==> config.mk <==
export PLATFORM = sky130hd
export DESIGN_NAME = sobel_stream
export DESIGN_NICKNAME = d
export VERILOG_FILES = /design/src/rtl/sobel_pkg.sv /design/src/rtl/sobel_line_buffer.sv /design/src/rtl/sobel_stream.sv
export SDC_FILE = /design/constraint.sdc
export NUM_CORES = 1
export LEC_CHECK = 0
export CAP_MARGIN = 25
export CORE_MARGIN = 2
export CORE_UTILIZATION = 45
export CTS_CLUSTER_SIZE = 16
export DETAILED_ROUTE_END_ITERATION = 10
export DONT_BUFFER_PORTS = 1
export SETUP_SLACK_MARGIN = 0.2
export SYNTH_ARGS = -nofsm -noshare
export SYNTH_HDL_FRONTEND = slang
export SYNTH_HIERARCHICAL = 1
export SYNTH_SLANG_ARGS = --single-unit
export TNS_END_PERCENT = 10
==> constraint.sdc <==
create_clock -name clk -period 17.2 [get_ports clk]
set_clock_uncertainty 0.05 [all_clocks]
set_input_delay 1.72 -clock clk [delete_from_list [all_inputs] [get_ports clk]]
set_output_delay 1.72 -clock clk [all_outputs]
set_load 0.02 [all_outputs]
==> src/rtl/sobel_pkg.sv <==
// sobel_pkg: shared definitions for the streaming Sobel edge detector.
//   sobel_state_e : frame FSM states (IDLE -> FILL -> RUN -> FLUSH -> IDLE)
//   KX / KY       : 3x3 kernel coefficients, row-major, index 4 = centre
//   ACC_W         : working width of the gradient datapath (covers PIX_W up to 12)
//   sat_mag       : |gx|+|gy| clamped to 2^pix_w-1
package sobel_pkg;

   typedef enum logic [1:0] {
      ST_IDLE  = 2'd0,
      ST_FILL  = 2'd1,
      ST_RUN   = 2'd2,
      ST_FLUSH = 2'd3
   } sobel_state_e;

   localparam int ACC_W = 16;

   localparam int KX [9] = '{-1, 0, 1, -2, 0, 2, -1, 0, 1};
   localparam int KY [9] = '{-1, -2, -1, 0, 0, 0, 1, 2, 1};

   function automatic logic [ACC_W-1:0] sat_mag(input logic signed [ACC_W-1:0] gx,
                                                 input logic signed [ACC_W-1:0] gy,
                                                 input int                      pix_w);
      logic [ACC_W-1:0] ax;
      logic [ACC_W-1:0] ay;
      logic [ACC_W-1:0] sum;
      logic [ACC_W-1:0] maxv;
      ax   = gx[ACC_W-1] ? -gx : gx;
      ay   = gy[ACC_W-1] ? -gy : gy;
      sum  = ax + ay;
      maxv = (ACC_W'(1) << pix_w) - ACC_W'(1);
      return (sum > maxv) ? maxv : sum;
   endfunction

endpackage

==> src/rtl/sobel_line_buffer.sv <==
// sobel_line_buffer: two IMG_W-deep line memories addressed by one column pointer.
// On each write the pixel stored two lines up, the pixel one line up and the
// incoming pixel at that column are presented as the three vertical taps; the
// write then ages row-1 into row-2 and stores the new pixel as row-1.
// Contents are never reset: every tap that matters is rewritten before use.
// Ports:
//   clk        clock, rising edge
//   we_i       write strobe (one accepted pixel)
//   col_i      column of the incoming pixel
//   pix_i      incoming pixel
//   tap_top_o  pixel at col_i, two lines above
//   tap_mid_o  pixel at col_i, one line above
//   tap_cur_o  incoming pixel
module sobel_line_buffer #(
   parameter  int PIX_W = 8,
   parameter  int IMG_W = 64,
   localparam int CW    = $clog2(IMG_W)
) (
   input  logic             clk,
   input  logic             we_i,
   input  logic [CW-1:0]    col_i,
   input  logic [PIX_W-1:0] pix_i,
   output logic [PIX_W-1:0] tap_top_o,
   output logic [PIX_W-1:0] tap_mid_o,
   output logic [PIX_W-1:0] tap_cur_o
);

   logic [PIX_W-1:0] row1_q [IMG_W];
   logic [PIX_W-1:0] row2_q [IMG_W];

   assign tap_top_o = row2_q[col_i];
   assign tap_mid_o = row1_q[col_i];
   assign tap_cur_o = pix_i;

   always_ff @(posedge clk) begin
      if (we_i) begin
         row2_q[col_i] <= row1_q[col_i];
         row1_q[col_i] <= pix_i;
      end
   end

endmodule

==> src/rtl/sobel_stream.sv <==
// sobel_stream: streaming 3x3 Sobel edge detector over a raster pixel stream.
// Each accepted input shifts a new column into the 3x3 window; the window centre
// trails the input by IMG_W+1 pixels, so the first IMG_W+1 inputs only fill and
// the last IMG_W+1 outputs (all border) are flushed after input ends.
// Handshake: a beat transfers on a rising edge where valid && ready; out_* stay
// stable while out_valid && !out_ready; in_ready never depends on in_valid.
// Ports:
//   clk, rst     clock / synchronous active-high reset
//   in_valid     in_pix/in_sof valid          in_ready   block accepts input
//   in_pix       raster pixel                 in_sof     pixel (0,0) of a frame
//   threshold    edge threshold (THRESH_EN=1)
//   out_valid    out_* valid                  out_ready  downstream accepts
//   out_pix      edge magnitude / edge flag   out_sof    output is pixel (0,0)
//   out_eol      output is last pixel of a line
//   dbg_state_o  current FSM state
module sobel_stream
   import sobel_pkg::*;
#(
   parameter int PIX_W     = 8,
   parameter int IMG_W     = 64,
   parameter int IMG_H     = 64,
   parameter int THRESH_EN = 0
) (
   input  logic             clk,
   input  logic             rst,
   input  logic             in_valid,
   output logic             in_ready,
   input  logic [PIX_W-1:0] in_pix,
   input  logic             in_sof,
   input  logic [PIX_W-1:0] threshold,
   output logic             out_valid,
   input  logic             out_ready,
   output logic [PIX_W-1:0] out_pix,
   output logic             out_sof,
   output logic             out_eol,
   output sobel_state_e     dbg_state_o
);

   localparam int CW = $clog2(IMG_W);
   localparam int RW = $clog2(IMG_H);
   localparam logic [CW-1:0] COL_LAST = CW'(IMG_W - 1);
   localparam logic [RW-1:0] ROW_LAST = RW'(IMG_H - 1);

   sobel_state_e     state_q;
   logic             started_q;
   logic [CW-1:0]    col_q, col_d, ocol_q, ocol_d;
   logic [RW-1:0]    row_q, row_d, orow_q, orow_d;
   logic             out_valid_q, out_sof_q, out_eol_q, out_last_q;
   logic [PIX_W-1:0] out_pix_q;
   logic [PIX_W-1:0] win_q [9];
   logic [PIX_W-1:0] win_d [9];
   logic [PIX_W-1:0] tap_top, tap_mid, tap_cur;
   logic             ready_st, acc, lb_we, border, last_in;
   logic [CW-1:0]    wr_col;
   logic signed [ACC_W-1:0] gx, gy;
   logic [ACC_W-1:0] mag;
   logic [PIX_W-1:0] res;

   // in_ready is held low for the first cycle after reset.
   always_comb begin
      ready_st = 1'b0;
      case (state_q)
         ST_IDLE, ST_FILL: ready_st = 1'b1;
         ST_RUN:           ready_st = !out_valid_q || out_ready;
         default:          ready_st = 1'b0;
      endcase
   end

   assign in_ready    = started_q && ready_st;
   assign acc         = in_valid && in_ready;
   // Non-sof pixels seen in IDLE are dropped and must not touch the line buffer.
   assign lb_we       = acc && (in_sof || (state_q != ST_IDLE));
   assign wr_col      = in_sof ? '0 : col_q;
   assign last_in     = (col_q == COL_LAST) && (row_q == ROW_LAST);
   assign out_valid   = out_valid_q;
   assign out_pix     = out_pix_q;
   assign out_sof     = out_sof_q;
   assign out_eol     = out_eol_q;
   assign dbg_state_o = state_q;

   sobel_line_buffer #(.PIX_W(PIX_W), .IMG_W(IMG_W)) u_lb (
      .clk       (clk),
      .we_i      (lb_we),
      .col_i     (wr_col),
      .pix_i     (in_pix),
      .tap_top_o (tap_top),
      .tap_mid_o (tap_mid),
      .tap_cur_o (tap_cur)
   );

   // Raster counters for the next input and the next output centre.
   always_comb begin
      col_d  = (col_q == COL_LAST) ? '0 : col_q + CW'(1);
      row_d  = (col_q != COL_LAST) ? row_q : ((row_q == ROW_LAST) ? '0 : row_q + RW'(1));
      ocol_d = (ocol_q == COL_LAST) ? '0 : ocol_q + CW'(1);
      orow_d = (ocol_q != COL_LAST) ? orow_q : ((orow_q == ROW_LAST) ? '0 : orow_q + RW'(1));
   end

   // Window after this cycle's shift; the result is computed on it so the
   // output register loads on the same edge that accepts the input.
   always_comb begin
      win_d[0] = win_q[1]; win_d[1] = win_q[2]; win_d[2] = tap_top;
      win_d[3] = win_q[4]; win_d[4] = win_q[5]; win_d[5] = tap_mid;
      win_d[6] = win_q[7]; win_d[7] = win_q[8]; win_d[8] = tap_cur;
   end

   always_ff @(posedge clk) begin
      if (lb_we) begin
         win_q <= win_d;
      end
   end

   always_comb begin
      gx = '0;
      gy = '0;
      for (int i = 0; i < 9; i++) begin
         gx = gx + ACC_W'(KX[i]) * $signed(ACC_W'(win_d[i]));
         gy = gy + ACC_W'(KY[i]) * $signed(ACC_W'(win_d[i]));
      end
      mag    = sat_mag(gx, gy, PIX_W);
      border = (ocol_q == '0) || (ocol_q == COL_LAST) || (orow_q == '0) || (orow_q == ROW_LAST);
      res    = '0;
      if (border) begin
         res = '0;
      end else if (THRESH_EN != 0) begin
         res = (mag >= ACC_W'(threshold)) ? '1 : '0;
      end else begin
         res = mag[PIX_W-1:0];
      end
   end

   always_ff @(posedge clk) begin
      if (rst) begin
         state_q     <= ST_IDLE;
         started_q   <= 1'b0;
         col_q       <= '0;
         row_q       <= '0;
         ocol_q      <= '0;
         orow_q      <= '0;
         out_valid_q <= 1'b0;
         out_pix_q   <= '0;
         out_sof_q   <= 1'b0;
         out_eol_q   <= 1'b0;
         out_last_q  <= 1'b0;
      end else begin
         started_q <= 1'b1;
         if (out_valid_q && out_ready) begin
            out_valid_q <= 1'b0;
         end
         // A sof accepted in any input-taking state restarts the frame with it as input 0.
         if (acc && in_sof) begin
            state_q     <= ST_FILL;
            col_q       <= CW'(1);
            row_q       <= '0;
            ocol_q      <= '0;
            orow_q      <= '0;
            out_last_q  <= 1'b0;
            out_valid_q <= 1'b0;
         end else begin
            case (state_q)
               ST_FILL: begin
                  if (acc) begin
                     col_q <= col_d;
                     row_q <= row_d;
                     if ((row_q == RW'(1)) && (col_q == '0)) begin
                        state_q <= ST_RUN;
                     end
                  end
               end
               ST_RUN: begin
                  if (acc) begin
                     col_q       <= col_d;
                     row_q       <= row_d;
                     out_valid_q <= 1'b1;
                     out_pix_q   <= res;
                     out_sof_q   <= (ocol_q == '0) && (orow_q == '0);
                     out_eol_q   <= (ocol_q == COL_LAST);
                     out_last_q  <= (ocol_q == COL_LAST) && (orow_q == ROW_LAST);
                     ocol_q      <= ocol_d;
                     orow_q      <= orow_d;
                     if (last_in) begin
                        state_q <= ST_FLUSH;
                     end
                  end
               end
               ST_FLUSH: begin
                  if (!out_valid_q || out_ready) begin
                     if (out_last_q) begin
                        state_q    <= ST_IDLE;
                        out_last_q <= 1'b0;
                     end else begin
                        out_valid_q <= 1'b1;
                        out_pix_q   <= res;
                        out_sof_q   <= (ocol_q == '0) && (orow_q == '0);
                        out_eol_q   <= (ocol_q == COL_LAST);
                        out_last_q  <= (ocol_q == COL_LAST) && (orow_q == ROW_LAST);
                        ocol_q      <= ocol_d;
                        orow_q      <= orow_d;
                     end
                  end
               end
               default: ;
            endcase
         end
      end
   end

endmodule

==> reports/results.ini <==
[worst_setup_path]
crit_fanout = 47
crit_top_cell = fa_1
crit_arrival_ns = 12.68
rr_endpoint = out_pix[0]$_SDFFE_PP0P_
r2r-start = col_q[1]$_SDFFE_PP0P_
crit_path_start_kind = input port
reg2regPathDepth = 35
cp_slowest_cell = or4_2
crit_end = out_pix[0]$_SDFFE_PP0P_
startpoint = in_sof
crit_required_ns = 17.68
crit_type = in -> reg
r2r_slack_ns = 5.50
crit_path_end_kind = flip-flop
critical_path.max_stage_delay_ns = 0.89

[logic_synthesis]
syn_avg_cell_area_um2 = 15.3
yosys.area.top_type = edfxtp_1
synth_most_common_cell = edfxtp_1
yosys_warnings = 6
synth_area_leaders = edfxtp_1 (67%), mux2i_1 (3.6%), ha_1 (2.6%)
async_reset_ff_frac = 0
synth_edf_count = 1072
syn_inst = 3160
synth_cell_types = 78
synth.top_cells.by_count = edfxtp_1 (1,072), mux2i_1 (175), nand2_1 (156)
syn-num-nets = 3345
synthesis.area_um2 = 48200
yosys.area.top_type_share = 0.667
ys_ff_latch = 1111
yosysSeqAreaShare = 0.683
synthFlopType = edfxtp_1

[cells_and_area]
syn2layout_area_growth_pct = 10.7
fillers = 8755
nets = 3387
stdcell_count = 4692
layout-drive-gt1-share = 0.113
postLayoutCellArea_um2 = 53400
final_util = 0.500

[placement]
placed_area_um2 = 50000
port_buffers = 0
dp_cells = 4491
place.gp.congestion = 0.843
dp_hpwl_mm = 73.1

[pwr]
vdd.ir_drop.worst_mv = 0.402
pwr-share-clk = 0.207
fin_total_pwr_w = 0.0108
switching_share = 0.399
leakagePower_nw = 17.3
switchingPower_w = 0.00433
powerDensity_nw_per_um2 = 203
comb_power_share = 0.508
internal-power_w = 0.00651
p_seq_frac = 0.285

[clocking]
cts_buffer_depth = 3
cts_buffers = 110
cts.sinks = 1111
cts-root-buf = clkbuf_16
htreeDepth = 3
clk_latency_ns = 0.69
cts-resized-gates = 0
cts_hold_buf = 0
cts_setup_buffers = 0
cts.clk_slew.worst_paths_ns = 0.06
tritoncts = done

[global_routing]
antenna_found_initial = 2
grt_pass1_vias = 28100
grt_overflow = 0
grt_use_total = 0.220
grt_pass1_wl_mm = 180
grt_max_degree = 122

[floorplan]
fp-row-count = 120
die_height_um = 331
coreArea_um2 = 107000
dieArea_um2 = 110000
start_util = 0.452
dieWidth_um = 331
io_pins = 35

[drt]
wl_per_cell_um = 26.1
drc = 0
drtPass1Iterations = 5
num_vias = 28100
via_per_inst = 5.98
drt_wl_total_mm = 122
ant_nets = 0
drt_iter0_drc = 3026

[min_path]
min_path_type = reg -> reg

[sta]
rsz0062_at_grt = no
finalSetupViolCount = 0
tightestPinTransition_ns = 1.09
fmax_mhz = 82.0
drv_slew = 0
min_period_ns = 12.20
setup_tns_ns = 0
finalHoldViolations = 0
fin_crit_sh = 0.709
relSlewSlack = 0.266

[status]
outcome = finished clean

[run]
cap_violations = 0

power by group through the flow:
stage / Combinational, W / Clock, W / Sequential, W
after floorplan: 0.00434 / 0 / 0.00315
after global placement: 0.00530 / 0 / 0.00315
after detailed placement: 0.00546 / 0 / 0.00315
after CTS: 0.00549 / 0.00229 / 0.00309
after global routing: 0.00618 / 0.00239 / 0.00309
final: 0.00551 / 0.00225 / 0.00309
layout by cell type (no fill, tap or decap), types with 47 or more instances in the layout:
master	n
edfxtp_1	1072
mux2i_1	175
nand2_1	156
nor2_1	146
a21oi_1	128
inv_1	124
a22oi_1	118
o21ai_0	115
clkbuf_16	111
buf_4	109
ha_1	101
o22ai_1	81
fa_1	63
xnor2_1	49
mux4_2	48
o211ai_1	47
per-stage QoR:
step           hold slack, ns  setup WS (ns)
6_report                0.369           5.00
5_1_grt                 0.372           4.66
4_1_cts                 0.369           5.18
3_5_place_dp            0.355           4.48
3_3_place_gp            0.351           4.79
2_1_floorplan           0.350           6.86
cell type report:
class	count	area [um2]	area share
clock inverters	72	528	0.00989
inverters	125	469	0.00879
multi-input cells	1740	13900	0.261
clock buffers	125	2830	0.0530
flip-flops and latches	1111	33000	0.617
diodes	2	5.00	0.0000937
well taps	1403	1760	0.0329
repair buffers	114	900	0.0168
cells by family (layout without fill, tap and decap cells):
logic type,Yosys count,in the layout,synth area share
AO/OA/AOI/OAI,720,720,0.103
other,0,2,0
AND/OR/NAND/NOR,523,523,0.0523
buffers and inverters,309,436,0.0294
flip-flops,1111,1111,0.683
multiplexers,243,243,0.0634
adder cells (fa/ha/maj),164,164,0.0523
XOR/XNOR,90,90,0.0165
per-layer routing:
| layer | global-route usage | wire [um] | up-vias |
|---|---|---|---|
| li1 | - | - | 12500 |
| met1 | 0.298 | 51300 | 14400 |
| met2 | 0.366 | 58900 | 1038 |
| met3 | 0.0370 | 8670 | 178 |
| met4 | 0.0643 | 3570 | 0 |
| met5 | 0 | 0 | - |
flip-flops by register name, summed over array words and instances (netlist names), 2 cells and up:
name and count:
win_d 48, orow_q 6, ocol_q 6, dbg_state_o 2, out_pix 8, u_lb/row2_q 512, row_q 6, u_lb/row1_q 512
col_q 6
critical path, delay by kind of cell:
kind                       cells  cell delay (ns)
AOI/OAI and AO/OA             12             4.12
buffers and inverters          4             0.86
adders and majority gates      6             2.39
xor gates and xnor gates       1             0.09
and+or+nand+nor               11             3.40
how the worst min path moves through the flow:
stage                                    from  depth (start not counted)                  end
after floorplan           win_d[32]$_DFFE_PP_                          0  win_d[40]$_DFFE_PP_
after global placement    win_d[36]$_DFFE_PP_                          0  win_d[44]$_DFFE_PP_
after detailed placement  win_d[39]$_DFFE_PP_                          0  win_d[47]$_DFFE_PP_
after CTS                 win_d[39]$_DFFE_PP_                          0  win_d[47]$_DFFE_PP_
after global routing      win_d[39]$_DFFE_PP_                          0  win_d[47]$_DFFE_PP_
final                     win_d[39]$_DFFE_PP_                          0  win_d[47]$_DFFE_PP_
Note: power is estimated with default switching activity, not from simulation.
